===== config.mk =====
export PLATFORM = sky130hd
export DESIGN_NAME = adc_block_averager
export DESIGN_NICKNAME = d
export VERILOG_FILES = /design/src/rtl/adc_block_averager.sv
export SDC_FILE = /design/constraint.sdc
export NUM_CORES = 1
export LEC_CHECK = 0
export CELL_PAD_IN_SITES_DETAIL_PLACEMENT = 0
export CELL_PAD_IN_SITES_GLOBAL_PLACEMENT = 2
export CORE_MARGIN = 2
export CORE_UTILIZATION = 41
export CTS_CLUSTER_SIZE = 25
export DETAILED_ROUTE_END_ITERATION = 6
export DONT_BUFFER_PORTS = 1
export GPL_ROUTABILITY_DRIVEN = 0
export PLACE_DENSITY = 0.88
export RECOVER_POWER = 100
export REMOVE_ABC_BUFFERS = 1
export SETUP_SLACK_MARGIN = 0.4
export SYNTH_ARGS = -nofsm -noshare
export SYNTH_HDL_FRONTEND = slang
export SYNTH_SLANG_ARGS = --single-unit

===== constraint.sdc =====
create_clock -name clk -period 6.3 [get_ports clk]
set_input_delay 0.63 -clock clk [delete_from_list [all_inputs] [get_ports clk]]
set_output_delay 0.63 -clock clk [all_outputs]
set_load 0.005 [all_outputs]

===== src/rtl/adc_block_averager.sv =====
// Boxcar averager: after start, sums 2^L valid ADC samples and emits the
// truncated mean (sum >> L) with a single-cycle valid pulse.
module adc_block_averager #(
    parameter int WIDTH    = 16,
    parameter int LOG2_MAX = 8
) (
    input  logic              clk,
    input  logic              rst,
    input  logic              start,
    input  logic [3:0]        len_log2,
    input  logic [WIDTH-1:0]  din,
    input  logic              din_valid,
    output logic [WIDTH-1:0]  dout,
    output logic              dout_valid,
    output logic              busy,
    output logic [LOG2_MAX:0] sample_cnt
);

    localparam int          AW   = WIDTH + LOG2_MAX;
    localparam logic [3:0]  LMAX = 4'(LOG2_MAX);

    typedef enum logic {IDLE, ACCUM} state_t;

    state_t              state_q;
    logic [3:0]          l_q;
    logic [AW-1:0]       acc_q, acc_d;
    logic [LOG2_MAX:0]   cnt_q, cnt_d, target;
    logic [WIDTH-1:0]    dout_q, dout_d;
    logic                dv_q, busy_q, last;

    // Sum fits AW bits for every legal L, so the shifted mean always fits WIDTH.
    always_comb begin
        acc_d  = acc_q + AW'(din);
        cnt_d  = cnt_q + 1'b1;
        target = {{LOG2_MAX{1'b0}}, 1'b1} << l_q;
        last   = din_valid && (cnt_d == target);
        dout_d = WIDTH'(acc_d >> l_q);
    end

    always_ff @(posedge clk) begin
        if (!rst) begin
            state_q <= IDLE;
            l_q     <= '0;
            acc_q   <= '0;
            cnt_q   <= '0;
            dout_q  <= '0;
            dv_q    <= 1'b0;
            busy_q  <= 1'b0;
        end else begin
            dv_q <= 1'b0;
            case (state_q)
                IDLE: begin
                    if (start) begin
                        l_q     <= (len_log2 > LMAX) ? LMAX : len_log2;
                        acc_q   <= '0;
                        cnt_q   <= '0;
                        busy_q  <= 1'b1;
                        state_q <= ACCUM;
                    end
                end
                ACCUM: begin
                    if (last) begin
                        dout_q  <= dout_d;
                        dv_q    <= 1'b1;
                        busy_q  <= 1'b0;
                        acc_q   <= '0;
                        cnt_q   <= '0;
                        state_q <= IDLE;
                    end else if (din_valid) begin
                        acc_q <= acc_d;
                        cnt_q <= cnt_d;
                    end
                end
                default: state_q <= IDLE;
            endcase
        end
    end

    assign dout       = dout_q;
    assign dout_valid = dv_q;
    assign busy       = busy_q;
    assign sample_cnt = cnt_q;

endmodule


**Word level (Yosys, flattened, before mapping)**

Cells that the tools add are included.

- $add $sub $neg: 2
- $mul: 0
- Div/mod/pow operators: 0
- Magnitude comparators: 1
- Equal/unequal tests: 4
- Shifts and indexed selects: 2
- Multiplexer cells: 16
- Bitwise gates (word level): 1
- Reduce and logical (&&, ||, !) cells: 6

Operators by type and width:

| operator | count |
|---|---|
| 24-bit two-way mux | 3 |
| 24-bit one-hot mux with 2 select lines | 1 |
| 9-bit two-way mux | 3 |
| 24-bit by 16-bit adder with 24-bit output | 1 |
| 24-bit by 4-bit right shift with 16-bit output | 1 |
| 9-bit one-hot mux with 2 select lines | 1 |
| 2-bit AND reduction | 5 |
| 9-bit by 1-bit adder with 9-bit output, second input constant | 1 |
| 9-bit == test | 1 |
| 1-bit by 4-bit left shift with 9-bit output, first input constant | 1 |
| 1-bit two-way mux | 5 |
| 4-bit greater-than comparator, second input constant | 1 |
| 4-bit two-way mux | 1 |
| 1-bit one-hot mux with 2 select lines | 2 |
| 3-bit by 2-bit inequality test with 1-bit output, second input constant | 1 |
| 2-bit by 1-bit inequality test with 1-bit output, second input constant | 1 |
| 2-bit inequality test, second input constant | 1 |
| 1-bit logical AND | 1 |
| 1-bit inverter | 1 |

- Flip-flop bits (word level): 56
- Bits in latches: 0
- RAM bits: 0
- Bits in read-only memories: 0
- Input port bits: 24
- Output and inout bits: 27
- Word-level logic and storage cells: 39
- Memories kept: 0

**Longest topological paths before layout**

Gate-level depths: netlist of the first run.

- Word-level depth: 5
- Mapped depth: 13
- Depth with buffers taken out: 12

**Least setup slack after synthesis of the first run**

No wires, ideal clock.

- Kind: input port to flip-flop
- Start: input port din[0]
- End: register dout_q[9] (netlist: dout[9])
- Library setup time: 0.117 ns
- Arrival: 3.691 ns
- Required time: 6.183 ns
- Path slack: 2.492 ns
- Stages on the path: 12
- Buffers on the path: 0
- Cells stage by stage: ha_1 -> inv_1 -> fa_1 -> nand2b_1 -> a21o_1 -> a21o_1 -> and4b_1 -> or4_4 -> mux2_2 -> mux2_2 -> mux4_2 -> a22o_1

- Longest elaborated chain between the ends: 2

Ends and longest elaborated chain:

| element | RTL line | text |
|---|---|---|
| from (decl) | 11 | `input logic [WIDTH-1:0] din,` |
| 24-bit by 16-bit adder with 24-bit output | 33 | `acc_d = acc_q + AW'(din);` |
| 24-bit by 4-bit right shift with 16-bit output | 37 | `dout_d = WIDTH'(acc_d >> l_q);` |
| to (signal assigned) | 63 | `dout_q <= dout_d;` |
| to (decl) | 28 | `logic [WIDTH-1:0] dout_q, dout_d;` |

No other way between the ends.
A chain may end at the register's enable or synchronous reset.

**Final worst setup path of the first run**

- Start: register l_q[0]
- End: register acc_q[17]

- Longest elaborated chain between the ends: 5
- Elaborated cells between the ends (all ways): 7
- Classes of those cells: eq/ne: 2; shift: 1; mux: 2; reduce/logical: 2

Ends and longest elaborated chain:

| element | RTL line | text |
|---|---|---|
| from (decl) | 25 | `logic [3:0] l_q;` |
| from (signal assigned) | 54 | `l_q <= (len_log2 > LMAX) ? LMAX : len_log2;` |
| 1-bit by 4-bit left shift with 9-bit output (*) | 35 | `target = {{LOG2_MAX{1'b0}}, 1'b1} << l_q;` |
| 9-bit == test (*) | 36 | `last = din_valid && (cnt_d == target);` |
| 1-bit logical AND (*) | 36 |  |
| 24-bit two-way mux or 3-bit by 2-bit inequality test with 1-bit output (tied branches) | -- |  |
| 24-bit one-hot mux with 2 select lines or 2-bit AND reduction (tied branches) | -- |  |
| to (signal assigned) | 44 | `acc_q <= '0;` |
| to (signal assigned) | 55 | `acc_q <= '0;` |
| to (signal assigned) | 66 | `acc_q <= '0;` |
| to (decl) | 26 | `logic [AW-1:0] acc_q, acc_d;` |

Mark *: on every way between the ends. The rest lies on a longest branch, timed or not.

==> summary.txt, run 1 <==
Outcome
  • Status: complete, no violations

Clocking
  • Hold-fix buffers at CTS: 0
  • PostCTS Resize Cnt: 0
  • Deepest clock path buffer count: 2
  • TritonCTS Buffers: 5
  • CTS sink count: 56
  • TritonCTS clock tree: done
  • Post-CTS setup repair buffer count: 0
  • Insertion delay to the later sink of the worst-skew pair: 0.31 ns
  • Clock-pin slew on the worst setup and hold paths: 0.08 ns
  • CTS root buf: clkbuf_16
  • H-tree Lvls: 2

Setup path
  • Arrival @ worst endpoint: 4.56 ns
  • Most used cell, CP: nor2_1
  • Slowest library cell on the worst path: a211oi_1
  • Crit path largest cell delay: 0.71 ns
  • Crit-path max FO: 34
  • Critical Path Sink Type: flip-flop
  • Crit-path cells: buf_4 > clkinv_1 > a2111oi_0 > o211ai_1 > a211oi_1 > nor2_1 > clkbuf_1 > a21o_1 > a21oi_1 > nor2_1
  • CP Launch Type: flip-flop
  • Buf/Inv on CP: 3
  • Worst endpoint required time: 6.45 ns
  • Crit path max-delay family: compound AO/OA/AOI/OAI gates
  • Setup CP Type: reg2reg

Layout
  • Area grow syn2layout: 3.519%
  • Fraction of layout instances using a drive strength above 1: 0.07443
  • Area occupied by registers: 1122 sq um
  • Fin area: 5152 sq um
  • Most frequent cells in the layout: nor2_1 (69), dfxtp_1 (55), nand2_1 (52)
  • Area of the multi-input gates: 3597 sq um
  • Nets@finish: 659
  • Commonest non-fill, non-tap cell in the layout: nor2_1
  • Fin cells: 766
  • Fill cells: 1235

Floorplanning
  • Core Footprint: 11910 sq um
  • Die footprint: 13040 sq um
  • Initial Utilization: 0.4179
  • Die height: 114.2 um
  • FP Rows: 40
  • Die X: 114.2 um
  • Num ports: 51

Routing
  • Pre-antenna DRT Iters: 7
  • Wirelength per Cell: 19.82 um
  • Initial drt markers: 515
  • Via count: 4945
  • # DRC: 0
  • Final wirelength: 15180 um
  • Via density: 6.456
  • Final ANT Viol Nets: 0

Synthesis
  • Top_reg_cell synth: dfxtp_1
  • Netlist cell types: 70
  • Synth Register Bits: 56
  • Mapped cell area: 4977 sq um
  • Post-synthesis sequential area ratio: 0.2252
  • Number of flops mapped to enable cells by yosys: 0
  • Synthesized area per cell: 7.669 sq um
  • Asr flop ratio synth: 0
  • YS warnings: 0
  • Syn Inst Count: 649

Placement
  • Placement-stage cell area: 5020 sq um
  • Pre-CTS WS: 2.262 ns
  • Inst Count DP: 757
  • Port Buffers: 0
  • HPWL Detailed: 11140 um

Hold path
  • Hold Path Class: in2reg

Power
  • Cell Pwr Density: 179.4 nW/um^2
  • Total power: 924.5 uW
  • Maximum VDD drop: 0.09942 mV
  • Leakage power: 0.001838 uW

STA
  • Slack of the critical path: 1.891 ns
  • Fmax: 226.8 MHz
  • Setup violators final: 0
  • Crit path time final: 4.409 ns
  • Final-report hold violation count: 0
  • Setup TNS: 0 ns
  • Tightest Pin Transition: 1.324 ns
  • Skew final: 0.003966 ns
  • RSZ-0062 raised after global routing: no
  • Rel. slew slack: 0.1171
  • Slew Limit Fails: 0
  • Fin crit share: 0.6998

Job
  • Max_cap viols: 0

GRT
  • Largest net degree at the start of global routing: 51
  • Initial antenna violation count: 0
  • First-pass GRT wire length: 24400 um
  • Total grt overflow: 0
  • Vias in the first global route: 4610
  • GRT Total Usage: 0.2360
==> cells by family after synthesis <==
kind of cell    synth area share
compound gates            0.2856
xor+xnor                 0.05028
fa+ha+maj                0.04676
buf+inv                  0.05178
flops                     0.2252
mux                      0.09854
simple gates              0.2418
==> cell type report <==
type | instances | area share
Antenna cell | 1 | 0.0004857
Clock buffer | 6 | 0.02501
Clock inverter | 2 | 0.003157
Inverter | 17 | 0.01238
Multi-Input combinational cell | 531 | 0.6982
Sequential cell | 56 | 0.2178
Tap cell | 147 | 0.03570
Timing Repair Buffer | 6 | 0.007285
==> worst register-to-register path, cell delays in order, from the launching register on <==
cell,delay (ns)
dfxtp_1,0.31
buf_4,0.35
clkinv_1,0.68
a2111oi_0,0.58
o211ai_1,0.16
a211oi_1,0.71
nor2_1,0.30
clkbuf_1,0.61
a21o_1,0.36
a21oi_1,0.14
nor2_1,0.05
==> routing by layer <==
metal | global-route usage | routed length [um] | vias up
met1 | 0.3158 | 6691 | 2373
met2 | 0.3921 | 7374 | 168
li1 | - | - | 2384
met5 | 0 | 0 | -
met3 | 0.03653 | 823 | 20
met4 | 0.07317 | 290 | 0
==> through the flow <==
| step | utilization | hold WS, ns |
|---|---|---|
| after CTS | 0.4336 | 0.4215 |
| after global routing | 0.4324 | 0.4298 |
| after detailed placement | 0.4214 | 0.4791 |
| final | 0.4326 | 0.4248 |
| after floorplan | - | 0.4487 |
| after global placement | 0.4214 | 0.4750 |
==> power breakdown <==
group	internal, uW	total [uW]	switching (uW)
combinational	92.7	245	153
sequential	368	382	14.8
clock	149	297	148
total	609	924	315
==> worst paths after layout <==
path,endpoint,start,cells past startpoint,slack (ns)
worst max register to register,acc_q[17],l_q[0],10,1.89
worst min register to register,dout[8],dout[8],2,0.48
worst min-delay path,state_q,start,1,0.42
worst max-delay path,acc_q[17],l_q[0],10,1.89
==> state kept, by name, indices dropped and copies added (netlist names) <==
signal / flops
dout_valid: 1
state_q: 1
acc_q: 24
dout: 16
l_q: 4
sample_cnt: 9
busy: 1
==> Yosys cell counts (10+ instances only) <==
cell type / n / area, sq um
mux2i_1: 13 / 130.1
nand3_1: 16 / 80.08
a21o_1: 13 / 97.59
or3_1: 10 / 62.56
xnor2_1: 18 / 157.7
o21ai_0: 31 / 155.2
nand2_1: 52 / 195.2
nor2_1: 69 / 259.0
clkbuf_1: 29 / 108.9
a22oi_1: 22 / 165.2
mux2_2: 10 / 112.6
nand4_1: 12 / 75.07
o211ai_1: 13 / 97.59
ha_1: 17 / 212.7
inv_1: 15 / 56.30
a21oi_1: 48 / 240.2
and2_1: 11 / 68.82
mux4_2: 11 / 247.7
and3_1: 11 / 68.82
a31oi_1: 10 / 62.56
a211oi_1: 13 / 97.59
nor3_1: 21 / 105.1
dfxtp_1: 56 / 1121
No activity file was read; power rests on OpenSTA's default activity.
==> run 2: changes to the inputs <==
--- a/config.mk
+++ b/config.mk
@@ -8,12 +8,12 @@
 export CELL_PAD_IN_SITES_DETAIL_PLACEMENT = 0
 export CELL_PAD_IN_SITES_GLOBAL_PLACEMENT = 2
 export CORE_MARGIN = 2
-export CORE_UTILIZATION = 41
+export CORE_UTILIZATION = 38
 export CTS_CLUSTER_SIZE = 25
 export DETAILED_ROUTE_END_ITERATION = 6
 export DONT_BUFFER_PORTS = 1
 export GPL_ROUTABILITY_DRIVEN = 0
-export PLACE_DENSITY = 0.88
+export PLACE_DENSITY = 0.83
 export RECOVER_POWER = 100
 export REMOVE_ABC_BUFFERS = 1
 export SETUP_SLACK_MARGIN = 0.4
==> constraint.sdc (replaced) <==
create_clock -name clk -period 4.3 [get_ports clk]
set_input_delay 0.43 -clock clk [delete_from_list [all_inputs] [get_ports clk]]
set_output_delay 0.43 -clock clk [all_outputs]
set_load 0.005 [all_outputs]
==> run 2 against run 1 <==
  * Via count is 1.5% lower
  * Core utilization decreased by 1.8 points
  * Highest routed layer unchanged
  * Global-route usage fell by 1.6 points
  * Count of clock-buffer cells in the layout grew 1
  * Critical path type unchanged
  * Sequential power increased by 47%
  * Flip-flop and latch count stayed put
  * Critical endpoint is now dout[3]
  * Combinational power grew 50%
  * Setup slack got worse by 1.4 ns
  * Die area is 7.6% higher
  * Non-clock buffer count up 9
  * Final cell count increased by 4.3%
==> summary.txt, run 2 (synthesized netlist as in run 1, its figures left out) <==
Outcome
  • Status: complete, no violations

Floorplanning
  • Num ports: 51 (unchanged)
  • Die footprint: 14030 sq um (+7.6%)
  • Die height: 118.4 um (+3.7%)
  • Initial Utilization: 0.3912 (-0.02663)
  • Core Footprint: 12720 sq um (+6.8%)
  • FP Rows: 41 (+2.5%)
  • Die X: 118.4 um (+3.7%)

Routing
  • Pre-antenna DRT Iters: 4 (-3)
  • Final wirelength: 15640 um (+3.0%)
  • Via count: 4872 (-1.5%)
  • Via density: 6.098 (-5.5%)
  • Final ANT Viol Nets: 0 (unchanged)
  • Wirelength per Cell: 19.57 um (-1.3%)
  • # DRC: 0 (unchanged)
  • Initial drt markers: 367 (-29%)

Power
  • Logic pwr share: 0.255 (-0.010)
  • Maximum VDD drop: 0.1701 mV (+71%)
  • Switching portion of total power: 0.3151 (-0.02572)
  • Power Internal: 986.0 uW (+62%)
  • Clk pwr share: 0.356 (+0.035)
  • Leakage power: 0.001896 uW (+3.2%)
  • P_sw: 453.7 uW (+44%)
  • Cell Pwr Density: 272.9 nW/um^2 (+52%)
  • Sequential fraction of design power: 0.389 (-0.025)

Setup path
  • Slowest library cell on the worst path: dfxtp_1
  • Arrival @ worst endpoint: 4.06 ns (-0.50 ns)
  • CP Launch Type: flip-flop
  • Crit-path cells: ha_1 > nand3_1 > o21a_1 > a2111oi_0 > o211ai_1 > a211oi_1 > clkbuf_1 > and2_0 > nand2_1 > inv_1 > o31ai_1 > a221oi_1 > a21o_1
  • Crit path largest cell delay: 0.54 ns (-0.17 ns)
  • Crit-path max FO: 10 (-71%)
  • Worst endpoint required time: 4.55 ns (-1.90 ns)
  • Critical Path Sink Type: flip-flop
  • Setup CP Type: reg2reg

Hold path
  • Hold Path Class: in2reg

Clocking
  • TritonCTS clock tree: done
  • Insertion delay to the later sink of the worst-skew pair: 0.30 ns (about the same)
  • Post-CTS setup repair buffer count: 0 (unchanged)
  • CTS sink count: 56 (unchanged)
  • CTS root buf: clkbuf_16
  • Clock-pin slew on the worst setup and hold paths: 0.08 ns (about the same)
  • H-tree Lvls: 2 (unchanged)
  • TritonCTS Buffers: 5 (unchanged)
  • Deepest clock path buffer count: 2 (unchanged)

Layout
  • Fin cells: 799 (+4.3%)
  • Nets@finish: 668 (+1.4%)
  • Max reg flops: 24 (unchanged)
  • Commonest non-fill, non-tap cell in the layout: nor2_1
  • Fraction of layout instances using a drive strength above 1: 0.08612 (+0.01169)
  • Biggest register: acc_q
  • Most frequent cells in the layout: nor2_1 (69), dfxtp_1 (55), nand2_1 (52)
  • Diodes inserted: 0 (-1)
  • Fin area: 5275 sq um (+2.4%)
  • Fill cells: 1351 (+9.4%)
  • Area grow syn2layout: 5.983%

GRT
  • Total grt overflow: 0 (unchanged)
  • GRT Total Usage: 0.2200 (-0.01607)
  • First-pass GRT wire length: 24920 um (+2.1%)
  • Largest net degree at the start of global routing: 34 (-33%)
  • Vias in the first global route: 4583 (-0.59%)
  • Initial antenna violation count: 0 (unchanged)

STA
  • Setup violators final: 0 (unchanged)
  • Final-report hold violation count: 0 (unchanged)
  • Slew Limit Fails: 0 (unchanged)
  • Setup TNS: 0 ns (unchanged)
  • Fin crit share: 0.8862 (+0.1864)
  • Tightest Pin Transition: 1.361 ns (+0.03662 ns)
  • RSZ-0062 raised after global routing: no
  • Crit path time final: 3.811 ns (-0.5981 ns)
  • Fmax: 262.4 MHz (+16%)
  • Skew final: 0.007894 ns (+0.003928 ns)
  • Rel. slew slack: 0.09267 (-0.02442)

Placement
  • Inst Count DP: 791 (+4.5%)
  • HPWL Detailed: 11780 um (+5.8%)
  • Placement-stage cell area: 5119 sq um (+2.0%)
  • Port Buffers: 0 (unchanged)

Job
  • Max_cap viols: 0 (unchanged)
-- run 2: changes by cell type in the layout (fill, tap and decap cells not counted), sizes merged --
cell / before / now
buf: 4 / 11
clkbuf: 8 / 11
bufinv: 0 / 1
clkinv: 2 / 1
clkinvlp: 1 / 0
diode: 1 / 0
-- run 2: repair_timing --
item                       4_1_cts  5_1_grt
setup endpoints to repair        0        1
resized for setup                0        1
hold buffers                     0        0
-- run 2: layer usage --
| metal | vias up | global-route usage | part of all wire |
|---|---|---|---|
| met1 | 2360 | 0.2855 | 0.45 |
| met5 | - | 0 | 0 |
| li1 | 2395 | - | - |
| met2 | 105 | 0.3793 | 0.49 |
| met3 | 12 | 0.04199 | 0.048 |
| met4 | 0 | 0.04613 | 0.010 |
-- run 2: worst paths after layout --
path	start	endpoint	slack (ns)	cells past startpoint
worst max-delay path	sample_cnt[0]	dout[3]	0.49	13
worst min-delay path	start	state_q	0.23	1
worst max register to register	sample_cnt[0]	dout[3]	0.49	13
worst min register to register	dout[7]	dout[7]	0.48	2
-- run 2: worst max-delay path: cells and delay by family, from the launching register on --
kind	cells	cell delay, ns
AND/OR/NAND/NOR	3	0.85
adder cells (fa/ha/maj)	1	0.30
AO/OA/AOI/OAI	7	1.60
buffers and inverters	2	0.46
flip-flops	1	0.54
-- run 2: metrics by stage --
stage	setup slack (ns)	power, uW	utilization	hold WS, ns
4_1_cts	0.5622	1453	0.4167	0.2286
5_1_grt	0.2418	1505	0.4146	0.2351
3_5_place_dp	0.4760	938.7	0.4023	0.4774
6_report	0.4895	1440	0.4146	0.2307
2_1_floorplan	0.6760	830.6	-	0.4487
3_3_place_gp	0.5176	935.9	0.4023	0.4738
-- run 2: power by group through the flow --
stage | combinational [uW] | clock (uW) | sequential, uW
finish | 367 | 513 | 560
CTS | 369 | 524 | 560
floorplan | 258 | 0 | 572
global route | 401 | 541 | 563
global placement | 364 | 0 | 571
detailed placement | 367 | 0 | 572
-- run 2: final cells by class --
type                            instances  area (sq um)  area share
Clock inverter                          1         30.03    0.005693
Inverter                               17         63.81     0.01210
Sequential cell                        56          1122      0.2128
Clock buffer                            7         152.6     0.02894
Timing Repair Buffer                   15         97.59     0.01850
Tap cell                              172         215.2     0.04080
Multi-Input combinational cell        531          3593      0.6812
==> run 3: changes to the inputs <==
--- a/config.mk
+++ b/config.mk
@@ -7,6 +7,7 @@
 export LEC_CHECK = 0
 export CELL_PAD_IN_SITES_DETAIL_PLACEMENT = 0
 export CELL_PAD_IN_SITES_GLOBAL_PLACEMENT = 2
+export CORE_ASPECT_RATIO = 0.5
 export CORE_MARGIN = 2
 export CORE_UTILIZATION = 38
 export CTS_CLUSTER_SIZE = 25
==> run 3 against run 2 <==
  * Count of clock-buffer cells in the layout shrank 2
  * Flip-flop and latch count unchanged
  * Setup slack improved by 0.029 ns
  * Sequential share of layout area up 0.22 points
  * Largest cell class unchanged
  * Routed wire length grew 3.7%
  * Clock power decreased by 11%
  * Critical path depth down 1
  * Register-to-register slack better by 0.03 ns
  * Non-clock buffer count fell by 5
  * Final cell count down 0.88%
  * Die area is 0.40% higher
==> summary.txt, run 3 (synthesized netlist as in run 1, its figures left out) <==
STA
  • Fmax: 264.4 MHz (+0.77%)
  • Setup violators final: 0 (unchanged)
  • Rel. slew slack: 0.1990 (+0.1063)
  • Fin crit share: 0.8794 (-0.006761)
  • Slew Limit Fails: 0 (unchanged)
  • Setup TNS: 0 ns (unchanged)
  • RSZ-0062 raised after global routing: no
  • Crit path time final: 3.781 ns (-0.02907 ns)
  • Skew final: 0.01010 ns (+0.002201 ns)
  • Final-report hold violation count: 0 (unchanged)
  • Tightest Pin Transition: 1.202 ns (-0.1595 ns)

Floorplanning
  • Die X: 165.9 um (+40%)
  • Core Footprint: 12740 sq um (+0.11%)
  • Num ports: 51 (unchanged)
  • Initial Utilization: 0.3908 (-0.0004228)
  • FP Rows: 29 (-29%)
  • Die height: 84.93 um (-28%)
  • Die footprint: 14080 sq um (+0.40%)

Clocking
  • TritonCTS Buffers: 5 (unchanged)
  • H-tree Lvls: 2 (unchanged)
  • CTS root buf: clkbuf_16
  • TritonCTS clock tree: done
  • Insertion delay to the later sink of the worst-skew pair: 0.31 ns (about the same)
  • Clock-pin slew on the worst setup and hold paths: 0.08 ns (about the same)
  • Deepest clock path buffer count: 2 (unchanged)
  • Hold-fix buffers at CTS: 0 (unchanged)
  • CTS sink count: 56 (unchanged)

Setup path
  • Reg2reg start: acc_q[0]
  • Arrival @ worst endpoint: 3.99 ns (-0.07 ns)
  • Critical Path Sink Type: flip-flop
  • CP Launch Type: flip-flop
  • Setup CP Type: reg2reg
  • Crit path largest cell delay: 0.55 ns (about the same)
  • Worst Setup SP: acc_q[0]
  • Worst endpoint required time: 4.51 ns (-0.04 ns)
  • Crit-path cells: ha_1 > inv_1 > fa_1 > nand2b_1 > a21o_1 > a21o_1 > and4b_1 > or4_4 > mux2_2 > mux2_2 > mux4_2 > a22o_1
  • Crit-path max FO: 5 (-5)
  • Crit path max-delay family: multiplexers
  • Buf/Inv on CP: 1 (-1)
  • Slowest library cell on the worst path: or4_4

Routing
  • Initial drt markers: 449 (+22%)
  • Final wirelength: 16220 um (+3.7%)
  • Final ANT Viol Nets: 0 (unchanged)
  • # DRC: 0 (unchanged)
  • Wirelength per Cell: 20.48 um (+4.7%)
  • Via count: 4970 (+2.0%)
  • Via density: 6.275 (+2.9%)
  • Pre-antenna DRT Iters: 5 (+1)

Power
  • Cell Pwr Density: 265.3 nW/um^2 (-2.8%)
  • Leakage power: 0.001861 uW (-1.9%)
  • Maximum VDD drop: 0.1475 mV (-13%)

Layout
  • Fin area: 5221 sq um (-1.0%)
  • Max reg flops: 24 (unchanged)
  • Nets@finish: 663 (-0.75%)
  • Fraction of layout instances using a drive strength above 1: 0.08521 (-0.0009154)
  • Commonest non-fill, non-tap cell in the layout: nor2_1
  • Fin cells: 792 (-0.88%)
  • Biggest register: acc_q
  • Area grow syn2layout: 4.902%
  • Most frequent cells in the layout: nor2_1 (68), dfxtp_1 (55), nand2_1 (52)
  • Diodes inserted: 0 (unchanged)

GRT
  • Initial antenna violation count: 0 (unchanged)
  • GRT Total Usage: 0.2274 (+0.007433)
  • Largest net degree at the start of global routing: 51 (+50%)
  • Total grt overflow: 0 (unchanged)
  • First-pass GRT wire length: 25850 um (+3.7%)
  • Vias in the first global route: 4588 (+0.11%)

Hold path
  • Hold Path Class: in2reg
  • Hold Path Origin: start

Placement
  • Placement-stage cell area: 5079 sq um (-0.78%)
  • HPWL Detailed: 12190 um (+3.5%)
  • Inst Count DP: 784 (-0.88%)
  • Port Buffers: 0 (unchanged)

Outcome
  • Status: complete, no violations

Job
  • Max_cap viols: 0 (unchanged)
==> run 3: changes by cell type in the layout (fill, tap and decap cells not counted), sizes merged <==
cell,change
inv,+1
clkinvlp,+1
clkinv,+1
buf,-4
clkbuf,-3
bufinv,-1
==> run 3: path summary, 6_finish.rpt <==
path                            endpoint  slack [ns]  cells past startpoint
worst max-delay path             dout[9]        0.52                     12
worst min-delay path             state_q        0.22                      1
worst max register to register   dout[9]        0.52                     12
worst min register to register   dout[8]        0.49                      2
==> run 3: routing by layer <==
| metal | wire length [um] | track usage |
|---|---|---|
| met1 | 8320 | 0.3411 |
| met2 | 6718 | 0.3387 |
| met3 | 1066 | 0.04478 |
| met4 | 114 | 0.04269 |
| met5 | 0 | 0 |
==> run 3: power breakdown <==
group | switching (uW) | internal (uW)
logic | 228 | 138
clock network | 232 | 223
registers | 25.4 | 539
total | 486 | 899
==> run 3: worst register-to-register path: cells and delay by family, from the launching register on <==
kind                     cells  cell delay [ns]
flip-flops                   1             0.34
adder cells (fa/ha/maj)      2             0.61
AO/OA/AOI/OAI                3             0.67
AND/OR/NAND/NOR              3             0.97
multiplexers                 3             1.03
buffers and inverters        1             0.07
==> run 3: layout make-up <==
type | count | area (sq um)
fillers | 1340 | 7515
multi-input cells | 531 | 3605
flip-flops and latches | 56 | 1122
well taps | 170 | 212.7
clock buffers | 5 | 125.1
repair buffers | 10 | 65.06
inverters | 17 | 63.81
clock inverters | 3 | 27.53
==> run 3: metrics by stage <==
step	setup WS (ns)	hold WS [ns]	utilization	power (uW)
finish	0.5185	0.2241	0.4100	1385
global route	0.2285	0.2146	0.4100	1452
CTS	0.5228	0.2201	0.4107	1392
detailed placement	0.4387	0.4772	0.3988	937.4
global placement	0.5246	0.4679	0.3988	935.8
floorplan	0.6760	0.4487	-	830.6
==> run 3: timing repair <==
item | CTS | global route
buffers inserted | 0 | 0
endpoints found under the setup margin | 0 | 2
gates resized for setup | 0 | 3
hold endpoints to repair | 0 | 0
